==> config.mk <==
export PLATFORM = sky130hd
export DESIGN_NAME = la_spram_arb
export DESIGN_NICKNAME = d
export VERILOG_FILES = /design/src/rtl/la_spram_arb.sv
export SDC_FILE = /design/constraint.sdc
export NUM_CORES = 1
export LEC_CHECK = 0
export ABC_AREA = 1
export ABC_CLOCK_PERIOD_IN_PS = 1400
export BUFFER_PORTS_ARGS = -buffer_cell sky130_fd_sc_hd__buf_2
export CAP_MARGIN = 20
export CELL_PAD_IN_SITES_DETAIL_PLACEMENT = 1
export CELL_PAD_IN_SITES_GLOBAL_PLACEMENT = 1
export CORE_MARGIN = 8
export CORE_UTILIZATION = 14
export CTS_BUF_LIST = sky130_fd_sc_hd__clkbuf_4
export CTS_CLUSTER_SIZE = 40
export DETAILED_ROUTE_END_ITERATION = 8
export GPL_ROUTABILITY_DRIVEN = 0
export PLACE_DENSITY_LB_ADDON = 0.1
export SLEW_MARGIN = 20
export SYNTH_ARGS = -nofsm -noshare
export SYNTH_HDL_FRONTEND = slang
export SYNTH_SLANG_ARGS = --single-unit
==> constraint.sdc <==
create_clock -name clk -period 1.4 [get_ports clk]
set_input_delay 0.14 -clock clk [delete_from_list [all_inputs] [get_ports clk]]
set_output_delay 0.14 -clock clk [all_outputs]
set_load 0.005 [all_outputs]
==> src/rtl/la_spram_arb.sv <==
// la_spram_arb
// Round-robin arbiter that lets N requesters share one single-port RAM.
// Grant, ready and the RAM command are combinational (zero latency); the
// priority pointer and the read-response one-hot are registered.
//
// Ports
//   clk         clock, rising edge
//   nreset      synchronous active-low reset
//   req_valid   per-requester request
//   req_ready   per-requester grant (one-hot or zero)
//   req_we      per-requester write (1) / read (0)
//   req_addr    packed addresses, requester i at [i*AW +: AW]
//   req_din     packed write data
//   req_wmask   packed per-bit write masks
//   resp_valid  one-hot read-data-valid, one cycle after a granted read
//   resp_dout   read data, zero when no response is pending
//   mem_*       single-port RAM command; mem_dout returns one cycle after a read
module la_spram_arb #(
  parameter int N  = 2,
  parameter int DW = 32,
  parameter int AW = 10
) (
  input  logic              clk,
  input  logic              nreset,
  input  logic [N-1:0]      req_valid,
  output logic [N-1:0]      req_ready,
  input  logic [N-1:0]      req_we,
  input  logic [N*AW-1:0]   req_addr,
  input  logic [N*DW-1:0]   req_din,
  input  logic [N*DW-1:0]   req_wmask,
  output logic [N-1:0]      resp_valid,
  output logic [DW-1:0]     resp_dout,
  output logic              mem_ce,
  output logic              mem_we,
  output logic [AW-1:0]     mem_addr,
  output logic [DW-1:0]     mem_din,
  output logic [DW-1:0]     mem_wmask,
  input  logic [DW-1:0]     mem_dout
);

  // Keep the pointer at least one bit wide so N=1 still elaborates.
  localparam int PW = (N > 1) ? $clog2(N) : 1;

  logic [PW-1:0] r_ptr;
  logic [N-1:0]  r_resp;

  logic [PW:0]   w_idx;
  logic [N-1:0]  w_pick;
  logic [N-1:0]  w_gnt;
  logic          w_found;
  logic [PW-1:0] w_ptr_nxt;

  // Walk indices ptr, ptr+1, ... (mod N); first valid one wins.
  // Inner loop keeps all vector indexing constant.
  always_comb begin
    w_pick    = '0;
    w_found   = 1'b0;
    w_ptr_nxt = r_ptr;
    w_idx     = '0;
    for (int k = 0; k < N; k++) begin
      w_idx = {1'b0, r_ptr} + (PW+1)'(k);
      if (w_idx >= (PW+1)'(N)) w_idx = w_idx - (PW+1)'(N);
      for (int i = 0; i < N; i++) begin
        if (!w_found && (w_idx == (PW+1)'(i)) && req_valid[i]) begin
          w_found   = 1'b1;
          w_pick[i] = 1'b1;
          w_ptr_nxt = PW'((i + 1) % N);
        end
      end
    end
  end

  // Reset suppresses any grant in the same cycle.
  assign w_gnt     = nreset ? w_pick : '0;
  assign req_ready = w_gnt;

  always_comb begin
    mem_ce    = |w_gnt;
    mem_we    = 1'b0;
    mem_addr  = '0;
    mem_din   = '0;
    mem_wmask = '0;
    for (int i = 0; i < N; i++) begin
      if (w_gnt[i]) begin
        mem_we    = req_we[i];
        mem_addr  = req_addr[i*AW +: AW];
        mem_din   = req_din[i*DW +: DW];
        mem_wmask = req_wmask[i*DW +: DW];
      end
    end
  end

  always_ff @(posedge clk) begin
    if (!nreset) begin
      r_ptr  <= '0;
      r_resp <= '0;
    end else begin
      if (|w_gnt) r_ptr <= w_ptr_nxt;
      r_resp <= w_gnt & ~req_we;
    end
  end

  // Masking with nreset drops a read whose response would land in a reset cycle.
  assign resp_valid = r_resp & {N{nreset}};
  assign resp_dout  = (|resp_valid) ? mem_dout : '0;

endmodule

## Yosys cells after proc, flatten, opt, wreduce, memory -nomap -nowiden

Cells that the tools add are included.

| storage, ports and cells | value |
|---|---|
| flip-flop bits (word level) | 3 |
| input bits | 186 |
| logic and storage cells | 50 |
| output and inout port bits | 112 |

| operators by class | value |
|---|---|
| bitwise gates (word level) | 3 |
| add/sub/neg operators | 3 |
| reductions and logical operators | 16 |
| magnitude comparators | 2 |
| equality and inequality tests | 2 |
| multiplexer cells | 22 |

Operators by type and width:

| cell | number |
|---|---|
| 32-bit two-way mux | 5 |
| 10-bit two-way mux | 2 |
| 1-bit two-way mux | 12 |
| 1-bit logical AND | 7 |
| 2-bit two-way mux | 3 |
| 2-bit bitwise AND | 2 |
| 2-bit by 1-bit == test with 1-bit output (second input constant) | 2 |
| 2-bit logical NOT | 2 |
| 4-bit nonzero test | 1 |
| 2-bit OR reduction | 2 |
| 1-bit logical NOT | 3 |
| 1-bit by 1-bit adder with 2-bit output (second input constant) | 1 |
| 1-bit by 2-bit >= comparator with 1-bit output (second input constant) | 1 |
| 2-bit >= comparator (second input constant) | 1 |
| 2-bit NOT | 1 |
| 2-bit AND reduction | 1 |
| 1-bit by 2-bit subtractor with 2-bit output (second input constant) | 1 |
| 2-bit subtractor (second input constant) | 1 |

## Longest topological paths before layout

Gate-level depths: netlist of run 1.

| depth | value |
|---|---|
| word-level depth | 20 |
| mapped depth | 6 |
| depth with buffers taken out | 4 |

## Least setup slack after synthesis of run 1

Ideal clock, no wire load.

| timing | value |
|---|---|
| path kind | register -> output |
| from | register r_ptr |
| to | output port mem_addr[0] |
| cell stages (with the launch flop) | 7 |
| arrival | 0.924 ns |
| path slack | 0.336 ns |
| required time | 1.260 ns |
| path through | dfxtp_1 -> inv_1 -> nand2_1 -> buf_2 -> buf_4 -> nand3_1 -> nand2_1 |

| on the way | value |
|---|---|
| cells in the longest elaborated chain, start to end | 19 |
| elaborated cells between the ends (all ways) | 30 |

RTL lines:

| what | RTL line | source |
|---|---|---|
| start, declared | 44 | `logic [PW-1:0] r_ptr;` |
| start signal, assigned | 98 | `if (\|w_gnt) r_ptr <= w_ptr_nxt;` |
| 1-bit by 2-bit subtractor with 2-bit output / 1-bit by 2-bit >= comparator with 1-bit output (equally long branches) | 62 | `if (w_idx >= (PW+1)'(N)) w_idx = w_idx - (PW+1)'(N);` |
| 2-bit two-way mux | 62 |  |
| 2-bit logical NOT | 64 | `if (!w_found && (w_idx == (PW+1)'(i)) && req_valid[i]) begin` |
| 1-bit logical AND | 64 |  |
| 1-bit two-way mux | 64 |  |
| 1-bit logical NOT | 64 |  |
| 1-bit logical AND (2 in series) | 64 |  |
| 1-bit two-way mux | 64 |  |
| 1-bit logical NOT | 64 |  |
| 1-bit logical AND (2 in series) | 64 |  |
| 1-bit two-way mux | 64 |  |
| 1-bit logical NOT | 64 |  |
| 1-bit logical AND (2 in series) | 64 |  |
| 1-bit two-way mux | 64 |  |
| 2-bit two-way mux * | 74 | `assign w_gnt = nreset ? w_pick : '0;` |
| 10-bit two-way mux * | 84 | `if (w_gnt[i]) begin` |
| end, declared | 35 | `output logic [AW-1:0] mem_addr,` |

Every way passes the cells marked *; elsewhere a longest branch is shown, timed or not.

## Final worst setup path of run 1

| timing | value |
|---|---|
| from | register r_ptr |
| to | output port mem_wmask[22] |

| on the way | value |
|---|---|
| cells in the longest elaborated chain, start to end | 19 |
| elaborated cells between the ends (all ways) | 30 |

RTL lines:

| what | RTL line | source |
|---|---|---|
| 1-bit by 2-bit subtractor with 2-bit output / 1-bit by 2-bit >= comparator with 1-bit output (equally long branches) | 62 |  |
| 2-bit two-way mux | 62 |  |
| 2-bit logical NOT | 64 |  |
| 1-bit logical AND | 64 |  |
| 1-bit two-way mux | 64 |  |
| 1-bit logical NOT | 64 |  |
| 1-bit logical AND (2 in series) | 64 |  |
| 1-bit two-way mux | 64 |  |
| 1-bit logical NOT | 64 |  |
| 1-bit logical AND (2 in series) | 64 |  |
| 1-bit two-way mux | 64 |  |
| 1-bit logical NOT | 64 |  |
| 1-bit logical AND (2 in series) | 64 |  |
| 1-bit two-way mux | 64 |  |
| 2-bit two-way mux * | 74 |  |
| 32-bit two-way mux * | 84 |  |
| end, declared | 37 | `output logic [DW-1:0] mem_wmask,` |

Marks and branches as above.

==> results.yml, run 1 <==
run_status:
  status: "complete, but fails checks"
  violations: "negative setup slack"
critical_path:
  worstPathRequired_ns: 1.26
  worstSetupStartpoint: "r_ptr"
  cp_max_fo: 8
  critPathTopFamily: "buffers and inverters"
  arrival_ns: 1.31
  path_cells: "inv_4, nand2_8, buf_12, clkbuf_16, nand3_1, nand2_1, buf_2"
  reg2reg_from: "r_ptr"
  path_class: "flop to output port"
  slowest_stage: "dfxtp_4"
  critical-path-max-stage-delay_ns: 0.36
  cp_num_buf_inv: 4
  start_kind: "flop"
  endpoint_kind: "output port"
clock_network:
  htreeDepth: 1
  cts-root-buf: "clkbuf_4"
  clockBufferDepth: 2
  cts_made_buffers: 3
  path_clk_slew_ns: 0.04
  clock_sinks: 3
  cts_tree: "built"
  hold_buffers: 0
  clock_latency_ns: 0.24
min_path:
  hp-start: "req_we[0]"
  hold_path.class: "input port to flop"
sta:
  setup_violations: 37
  finClkSkew_ns: 0.00364
  fmax_mhz: 690
  relSlewSlack: 0.828
  maxSlewViolCount: 0
  layout_setup_ws_ns: -0.0487
  fin_crit_sh: 1.03
  hold_viol_final: 0
  worstMarginPinSlew_ns: 0.258
  period_minus_slack_ns: 1.45
  rsz0062_at_grt: "true"
logic_synthesis:
  yosys.area.top_type_share: 0.407
  synth.cell_area_sq_um: 1720
  ys_warn_count: 0
  syn-mean-instance-area_sq_um: 4.94
  ys_seq_area_frac: 0.0349
  synth_area_leaders: "nand3_1 (41%), nand2_1 (18%), inv_1 (8.1%), nor2_1 (7.6%), buf_6 (6.5%)"
  synth_top_area_cell: "nand3_1"
  ys_ff_latch: 3
  synth_cell_type_count: 17
  netlist_instances: 348
  syn_nets: 534
finish:
  design_area_sq_um: 3870
  final_common_cell: "buf_2"
  syn_to_final_growth_pct: 125
  drive_gt1_frac: 0.606
  utilization: 0.322
  mostFrequentLayoutCells: "buf_2 (296), nand3_1 (98), nand2_1 (78), nand3_2 (51)"
  nFillCells: 1608
  finish.net_count: 822
placed_design:
  dpl.hpwl_um: 11000
  io_buffers: 297
  place_area_sq_um: 3340
  pre_cts_ws_ns: 0.174
grt:
  overflow: 0
  grt_pass1_vias: 3508
  grt_max_degree: 45
  grt_pass1_wl_um: 19900
  grtUsageTotal: 0.150
  antenna_found_initial: 1
route:
  wire_per_inst_um: 18.2
  drt-vias-per-instance: 4.40
  antenna_left: 0
  first_pass_iters: 4
  drt_first_iter_violations: 89
  drc: 0
  drt-total-wl_um: 14200
  vias: 3443
  route.met2.wl_um: 7500
  dr_wl_met3_um: 1230
  dr.max_layer_used: "met4"
  met1_length_um: 5410
floorplan:
  start_util: 0.143
  core.rowCount: 40
  fp.dieH_um: 127
  die_x_um: 127
  fp.dieArea_sq_um: 16100
  coreArea_sq_um: 12000
  boundaryPins: 298
power:
  p_leak_uw: 0.00255
  ir_worst_vdd_mv: 0.189
  p_per_area_nw_per_um2: 354
flow_run:
  drv_cap: 0
sequential cells by signal (all words and copies together), names as in the netlist:
signal	cells
r_ptr	1
r_resp	2
synthesized netlist by cell type:
| master | number |
|---|---|
| buf_1 | 1 |
| buf_2 | 15 |
| buf_4 | 4 |
| buf_6 | 10 |
| buf_8 | 1 |
| clkbuf_1 | 4 |
| dfxtp_1 | 3 |
| inv_1 | 37 |
| inv_2 | 2 |
| nand2_1 | 82 |
| nand2_2 | 1 |
| nand3_1 | 140 |
| nand3_2 | 10 |
| nor2_1 | 35 |
| nor2_2 | 1 |
| nor3_1 | 1 |
| o21ai_0 | 1 |
power breakdown:
group | leakage (uW) | switching (uW) | internal, uW
sequential | 0.0000253 | 4.71 | 90.3
clock | 0.0000184 | 46.9 | 126
combinational | 0.00251 | 553 | 549
total | 0.00255 | 605 | 766
final timing paths:
path	endpoint	slack, ns	depth (start not counted)
worst max-delay path	mem_wmask[22]	-0.05	7
worst min-delay path	r_resp[0]	0.11	2
worst max register to register	r_resp[1]	0.36	6
worst min register to register	r_ptr	0.58	2
cell families (layout without fill, tap and decap cells):
family | Yosys count | in the layout | synth area share
buffers and inverters | 74 | 361 | 0.231
DFF | 3 | 3 | 0.0349
and+or+nand+nor | 270 | 270 | 0.731
AOI/OAI and AO/OA | 1 | 1 | 0.00291
other | 0 | 1 | 0
metrics by stage:
step                hold slack [ns]  setup TNS [ns]  cells  total power [uW]
floorplan                     0.212               0    348               487
global placement              0.343               0    768              1020
detailed placement            0.349               0    768              1040
CTS                          0.0978          -0.548    774              1260
global route                  0.118           -3.76    783              1500
finish                        0.109          -0.805    783              1370
layer usage:
metal  track usage  vias up
met3        0.0473        6
met4        0.0322        0
met1         0.159     1565
li1              -     1703
met5             0        -
met2         0.283      169
final cells by class:
cell class | instances | area [sq um] | area share
Clock buffer | 4 | 30.0 | 0.00775
Multi-Input combinational cell | 271 | 1510 | 0.391
Tap cell | 147 | 184 | 0.0475
Inverter | 39 | 149 | 0.0384
Sequential cell | 3 | 63.8 | 0.0165
Timing Repair Buffer | 318 | 1930 | 0.498
Antenna cell | 1 | 2.50 | 0.000646
timing repair:
| item | 4_1_cts | 5_1_grt |
|---|---|---|
| pin swaps | 0 | 19 |
| endpoints found under the setup margin | 76 | 90 |
| gates cloned | 1 | 7 |
| gates resized for setup | 6 | 53 |
| buffers inserted | 1 | 1 |
(Power assumes the default switching activity.)
==> run 2: changes to the inputs <==
- CORE_ASPECT_RATIO: unset -> 0.7
- PLACE_DENSITY_LB_ADDON: 0.1 -> 0.05
==> run 2 against run 1 <==
Compared with the run above: the flow still finishes with violations (negative setup slack); sequential power down 2%; clock skew is 0.0023 ns higher; maximum frequency fell by 0.81%; wire length grew 2.0%; die area grew 0.35%; critical path type unchanged.
==> results.yml, run 2 (synthesis gave the netlist of run 1 again) <==
run_status:
  status: "complete, but fails checks"
  violations: "negative setup slack"
floorplan:
  start_util: 0.141
  coreArea_sq_um: 12200
  boundaryPins: 298
  fp.dieH_um: 109
  core.rowCount: 34
  fp.dieArea_sq_um: 16100
  die_x_um: 148
finish:
  n_antenna_cell: 0
  mostFrequentLayoutCells: "buf_2 (291), nand3_1 (109), nand2_1 (76), nand3_2 (40), nor2_1 (35)"
  drive_gt1_frac: 0.603
  largest-register: "r_resp"
  syn_to_final_growth_pct: 139
  finish.net_count: 834
  regArea_sq_um: 61.3
  nFillCells: 1637
  final_common_cell: "buf_2"
  largest_register_ffs: 2
  reg.largest.list: "r_resp (2), r_ptr (1)"
  multi_input_area_sq_um: 1470
clock_network:
  cts_tree: "built"
  clock_latency_ns: 0.24
  clockBufferDepth: 2
  path_clk_slew_ns: 0.04
  htreeDepth: 1
  cts_made_buffers: 3
  clock_sinks: 3
  hold_buffers: 0
  cts-root-buf: "clkbuf_4"
sta:
  fmax_mhz: 685
  finClkSkew_ns: 0.00596
  layout_setup_ws_ns: -0.0606
  hold_ws_ns: 0.0815
  relSlewSlack: 0.747
  rsz0062_at_grt: "true"
  period_minus_slack_ns: 1.46
  worstMarginPinSlew_ns: 0.380
  setup_violations: 75
  hold_viol_final: 0
  maxSlewViolCount: 0
  fin_tns_setup_ns: -2.41
  fin_crit_sh: 1.04
grt:
  antenna_found_initial: 0
  overflow: 0
  grt_pass1_wl_um: 20500
  grt_pass1_vias: 3602
  grtUsageTotal: 0.157
  grt_max_degree: 62
flow_run:
  drv_cap: 0
critical_path:
  critical-path-max-stage-delay_ns: 0.32
  cp_max_fo: 8
  slowest_stage: "dfxtp_2"
  path_cells: "buf_6, nand2_8, buf_12, buf_12, nand3_2, nand2_1, buf_2"
  worstPathRequired_ns: 1.26
  start_kind: "flop"
  crit_top_cell: "buf_12"
  path_class: "flop to output port"
  arrival_ns: 1.32
  endpoint_kind: "output port"
route:
  first_pass_iters: 4
  drt-vias-per-instance: 4.40
  drt-total-wl_um: 14500
  wire_per_inst_um: 18.0
  drt_first_iter_violations: 88
  antenna_left: 0
  vias: 3560
  drc: 0
power:
  p_leak_uw: 0.00268
  p_per_area_nw_per_um2: 362
  report.power.total_uw: 1490
  ir_worst_vdd_mv: 0.127
placed_design:
  dpl.hpwl_um: 10800
  pre_cts_ws_ns: 0.132
  io_buffers: 297
min_path:
  hold_path.class: "input port to flop"
-- run 2: changes by cell type in the layout (fill, tap and decap cells not counted), sizes merged --
cell	delta
diode	-1
clkbuf	-1
buf	+12
bufbuf	+1
-- run 2: path summary, 6_finish.rpt --
| check | from | depth (start not counted) | to | slack, ns |
|---|---|---|---|---|
| worst min-delay path | req_we[1] | 2 | r_resp[1] | 0.08 |
| worst max-delay path | r_ptr | 7 | mem_wmask[14] | -0.06 |
| worst max register to register | r_ptr | 6 | r_resp[1] | 0.41 |
| worst min register to register | r_ptr | 3 | r_ptr | 0.66 |
-- run 2: worst max-delay path, delay by kind of cell (launching register included) --
kind | cells | cell delay, ns
simple gates | 3 | 0.25
flops | 1 | 0.32
buf+inv | 4 | 0.49
-- run 2: report_power, final --
group / internal, uW / switching [uW]
Combinational: 640 / 577
Clock: 127 / 54.2
Sequential: 90.9 / 2.47
Total: 857 / 634
-- run 2: layout make-up --
cell class,instances,area share
multi-input cells,271,0.357
clock buffers,4,0.00730
repair buffers,330,0.536
flip-flops and latches,3,0.0149
well taps,162,0.0493
inverters,39,0.0356
-- run 2: per-layer routing --
layer	vias to the layer above	wire length (um)	GRT usage
li1	1730	-	-
met4	0	80	0.0189
met1	1656	5830	0.183
met2	167	7240	0.289
met3	7	1380	0.0448
met5	-	0	0
-- run 2: what timing repair did --
action | 4_1_cts | 5_1_grt
resized for setup | 42 | 38
cloned | 8 | 5
endpoints found under the setup margin | 76 | 86
pin swaps | 69 | 49
setup buffers | 7 | 1
-- run 2: through the flow --
| stage | utilization | area, sq um | std cells |
|---|---|---|---|
| 6_report | 0.337 | 4110 | 809 |
| 3_5_place_dp | 0.272 | 3320 | 784 |
| 5_1_grt | 0.337 | 4110 | 809 |
| 4_1_cts | 0.313 | 3820 | 803 |
| 2_1_floorplan | - | 1720 | 348 |
| 3_3_place_gp | 0.272 | 3320 | 784 |
==> run 3: changes to the inputs <==
- ABC_AREA: 1 -> unset
- CORE_UTILIZATION: 14 -> 13
==> run 3 against run 2 <==
Compared with the run above: the run still ends with negative setup slack left; maximum frequency fell by 2.2%; sequential share of layout area rose by 0.20 points; sequential power rose by 2.4%; critical endpoint is now mem_wmask[8].
==> results.yml, run 3 <==
run_status:
  status: "complete, but fails checks"
  violations: "negative setup slack"
clock_network:
  cts-root-buf: "clkbuf_4"
  path_clk_slew_ns: 0.04
  cts_made_buffers: 3
  clock_latency_ns: 0.24
  clockBufferDepth: 2
  clock_sinks: 3
  htreeDepth: 1
  cts_tree: "built"
placed_design:
  dpl.hpwl_um: 10700
  io_buffers: 297
  dpl.cell_count: 740
  pre_cts_ws_ns: 0.127
sta:
  layout_setup_ws_ns: -0.0938
  worstMarginPinSlew_ns: 0.314
  fin_tns_setup_ns: -3.57
  maxSlewViolCount: 0
  setup_violations: 55
  hold_ws_ns: 0.0811
  period_minus_slack_ns: 1.49
  fmax_mhz: 669
  fin_crit_sh: 1.07
  rsz0062_at_grt: "true"
  relSlewSlack: 0.791
  finClkSkew_ns: 0.000850
  hold_viol_final: 0
route:
  first_pass_iters: 4
  drt-vias-per-instance: 4.38
  wire_per_inst_um: 18.9
  drt_first_iter_violations: 89
  vias: 3314
  drt-total-wl_um: 14300
  drc: 0
  antenna_left: 0
finish:
  utilization: 0.311
  syn_to_final_growth_pct: 134
  drive_gt1_frac: 0.574
  finish.net_count: 785
  largest-register: "r_resp"
  nFillCells: 1588
  mostFrequentLayoutCells: "buf_2 (295), nand2_1 (150), o22ai_1 (60), and2_1 (34), o22ai_2 (14)"
  reg.largest.list: "r_resp (2), r_ptr (1)"
  stdcell_count: 757
  largest_register_ffs: 2
  final_common_cell: "buf_2"
critical_path:
  r2r_cells: 4
  cp_max_fo: 9
  worstPathRequired_ns: 1.26
  r2r-end: "r_resp[1]"
  arrival_ns: 1.35
  rrSetupSlack_ns: 0.37
  reg2reg_from: "r_ptr"
  path_class: "flop to output port"
  endpoint_kind: "output port"
  start_kind: "flop"
logic_synthesis:
  synth_common_cells: "nand2_1 (152), o22ai_1 (75), and2_1 (34)"
  synth_edf_count: 0
  ys_ff_latch: 3
  synth.cell_area_sq_um: 1550
  ys_warn_count: 0
  syn-mean-instance-area_sq_um: 4.94
  async_flop_share: 0
  yosysMostFrequentCell: "nand2_1"
  yosys.area.top_type_share: 0.369
  synth_area_leaders: "nand2_1 (37%), o22ai_1 (30%), and2_1 (14%), buf_2 (4.5%), dfxtp_1 (3.9%)"
  synth_top_area_cell: "nand2_1"
  ys_seq_area_frac: 0.0388
  syn_nets: 499
  netlist_instances: 313
  synth_cell_type_count: 14
  synthFlopType: "dfxtp_1"
grt:
  overflow: 0
  antenna_found_initial: 2
  grtUsageTotal: 0.154
  grt_max_degree: 57
  grt_pass1_vias: 3381
  grt_pass1_wl_um: 19700
power:
  ir_worst_vdd_mv: 0.133
  p_per_area_nw_per_um2: 385
  p_leak_uw: 0.00212
floorplan:
  fp.dieH_um: 107
  coreArea_sq_um: 11600
  boundaryPins: 298
  die_x_um: 146
  start_util: 0.133
  fp.dieArea_sq_um: 15700
  core.rowCount: 33
min_path:
  hold_path.class: "input port to flop"
  min_to: "r_resp[1]"
  hold_depth: 2
  hp-start: "req_we[1]"
flow_run:
  drv_cap: 0
run 3: cell types whose count changed in the layout (fill, tap and decap cells not counted), moves of 14 or more:
cell	previous run	this run
and2_1	0	34
inv_1	33	0
nand2_1	76	150
nand3_1	109	0
nand3_2	40	0
nor2_1	35	6
o22ai_1	0	60
o22ai_2	0	14
run 3: through the flow:
stage	area (sq um)	power (uW)
after global placement	3220	1040
after floorplan	1550	503
after CTS	3360	1300
after global routing	3620	1530
after detailed placement	3220	1060
final	3620	1390
run 3: worst max path at each step:
| stage | startpoint | cells after the start | to |
|---|---|---|---|
| 2_1_floorplan | r_ptr | 5 | mem_addr[0] |
| 3_3_place_gp | r_ptr | 5 | mem_wmask[11] |
| 3_5_place_dp | r_ptr | 5 | mem_wmask[11] |
| 4_1_cts | r_ptr | 4 | mem_wmask[8] |
| 5_1_grt | r_ptr | 5 | mem_din[8] |
| 6_report | r_ptr | 5 | mem_wmask[8] |
run 3: cells by family (layout without fill, tap and decap cells):
kind of cell,after synthesis,after routing,synth area share
simple gates,195,195,0.531
flops,3,3,0.0388
compound gates,77,77,0.312
other cells,0,2,0
buf+inv,38,323,0.118
run 3: area by class of cell:
class	instances	area (sq um)	share of cell area
Timing Repair Buffer	317	1880	0.521
Clock buffer	4	30.0	0.00830
Tap cell	157	196	0.0543
Antenna cell	2	5.00	0.00138
Inverter	2	7.51	0.00208
Multi-Input combinational cell	272	1430	0.396
Sequential cell	3	61.3	0.0169
run 3: power by group:
group | switching, uW | internal, uW | total [uW]
logic | 541 | 580 | 1120
registers | 4.52 | 91.1 | 95.6
clock network | 49.8 | 126 | 176
total | 595 | 797 | 1390
run 3: critical path: stages (launching register included):
cell       delay, ns
dfxtp_2         0.36
o21ai_4         0.08
buf_12          0.15
clkbuf_16       0.16
o22ai_2         0.19
buf_2           0.15
run 3: metal layers:
| metal | vias to the layer above | track usage | wire length [um] |
|---|---|---|---|
| met4 | 0 | 0.0388 | 149 |
| met2 | 163 | 0.285 | 7090 |
| met3 | 10 | 0.0483 | 1140 |
| met5 | - | 0 | 0 |
| met1 | 1507 | 0.170 | 5920 |
| li1 | 1634 | - | - |
run 3: what timing repair did:
item,CTS,global route
endpoints found under the setup margin,76,77
pin swaps,1,2
buffers inserted,2,1
gates resized for setup,6,21
hold buffers,0,0
gates cloned,2,8
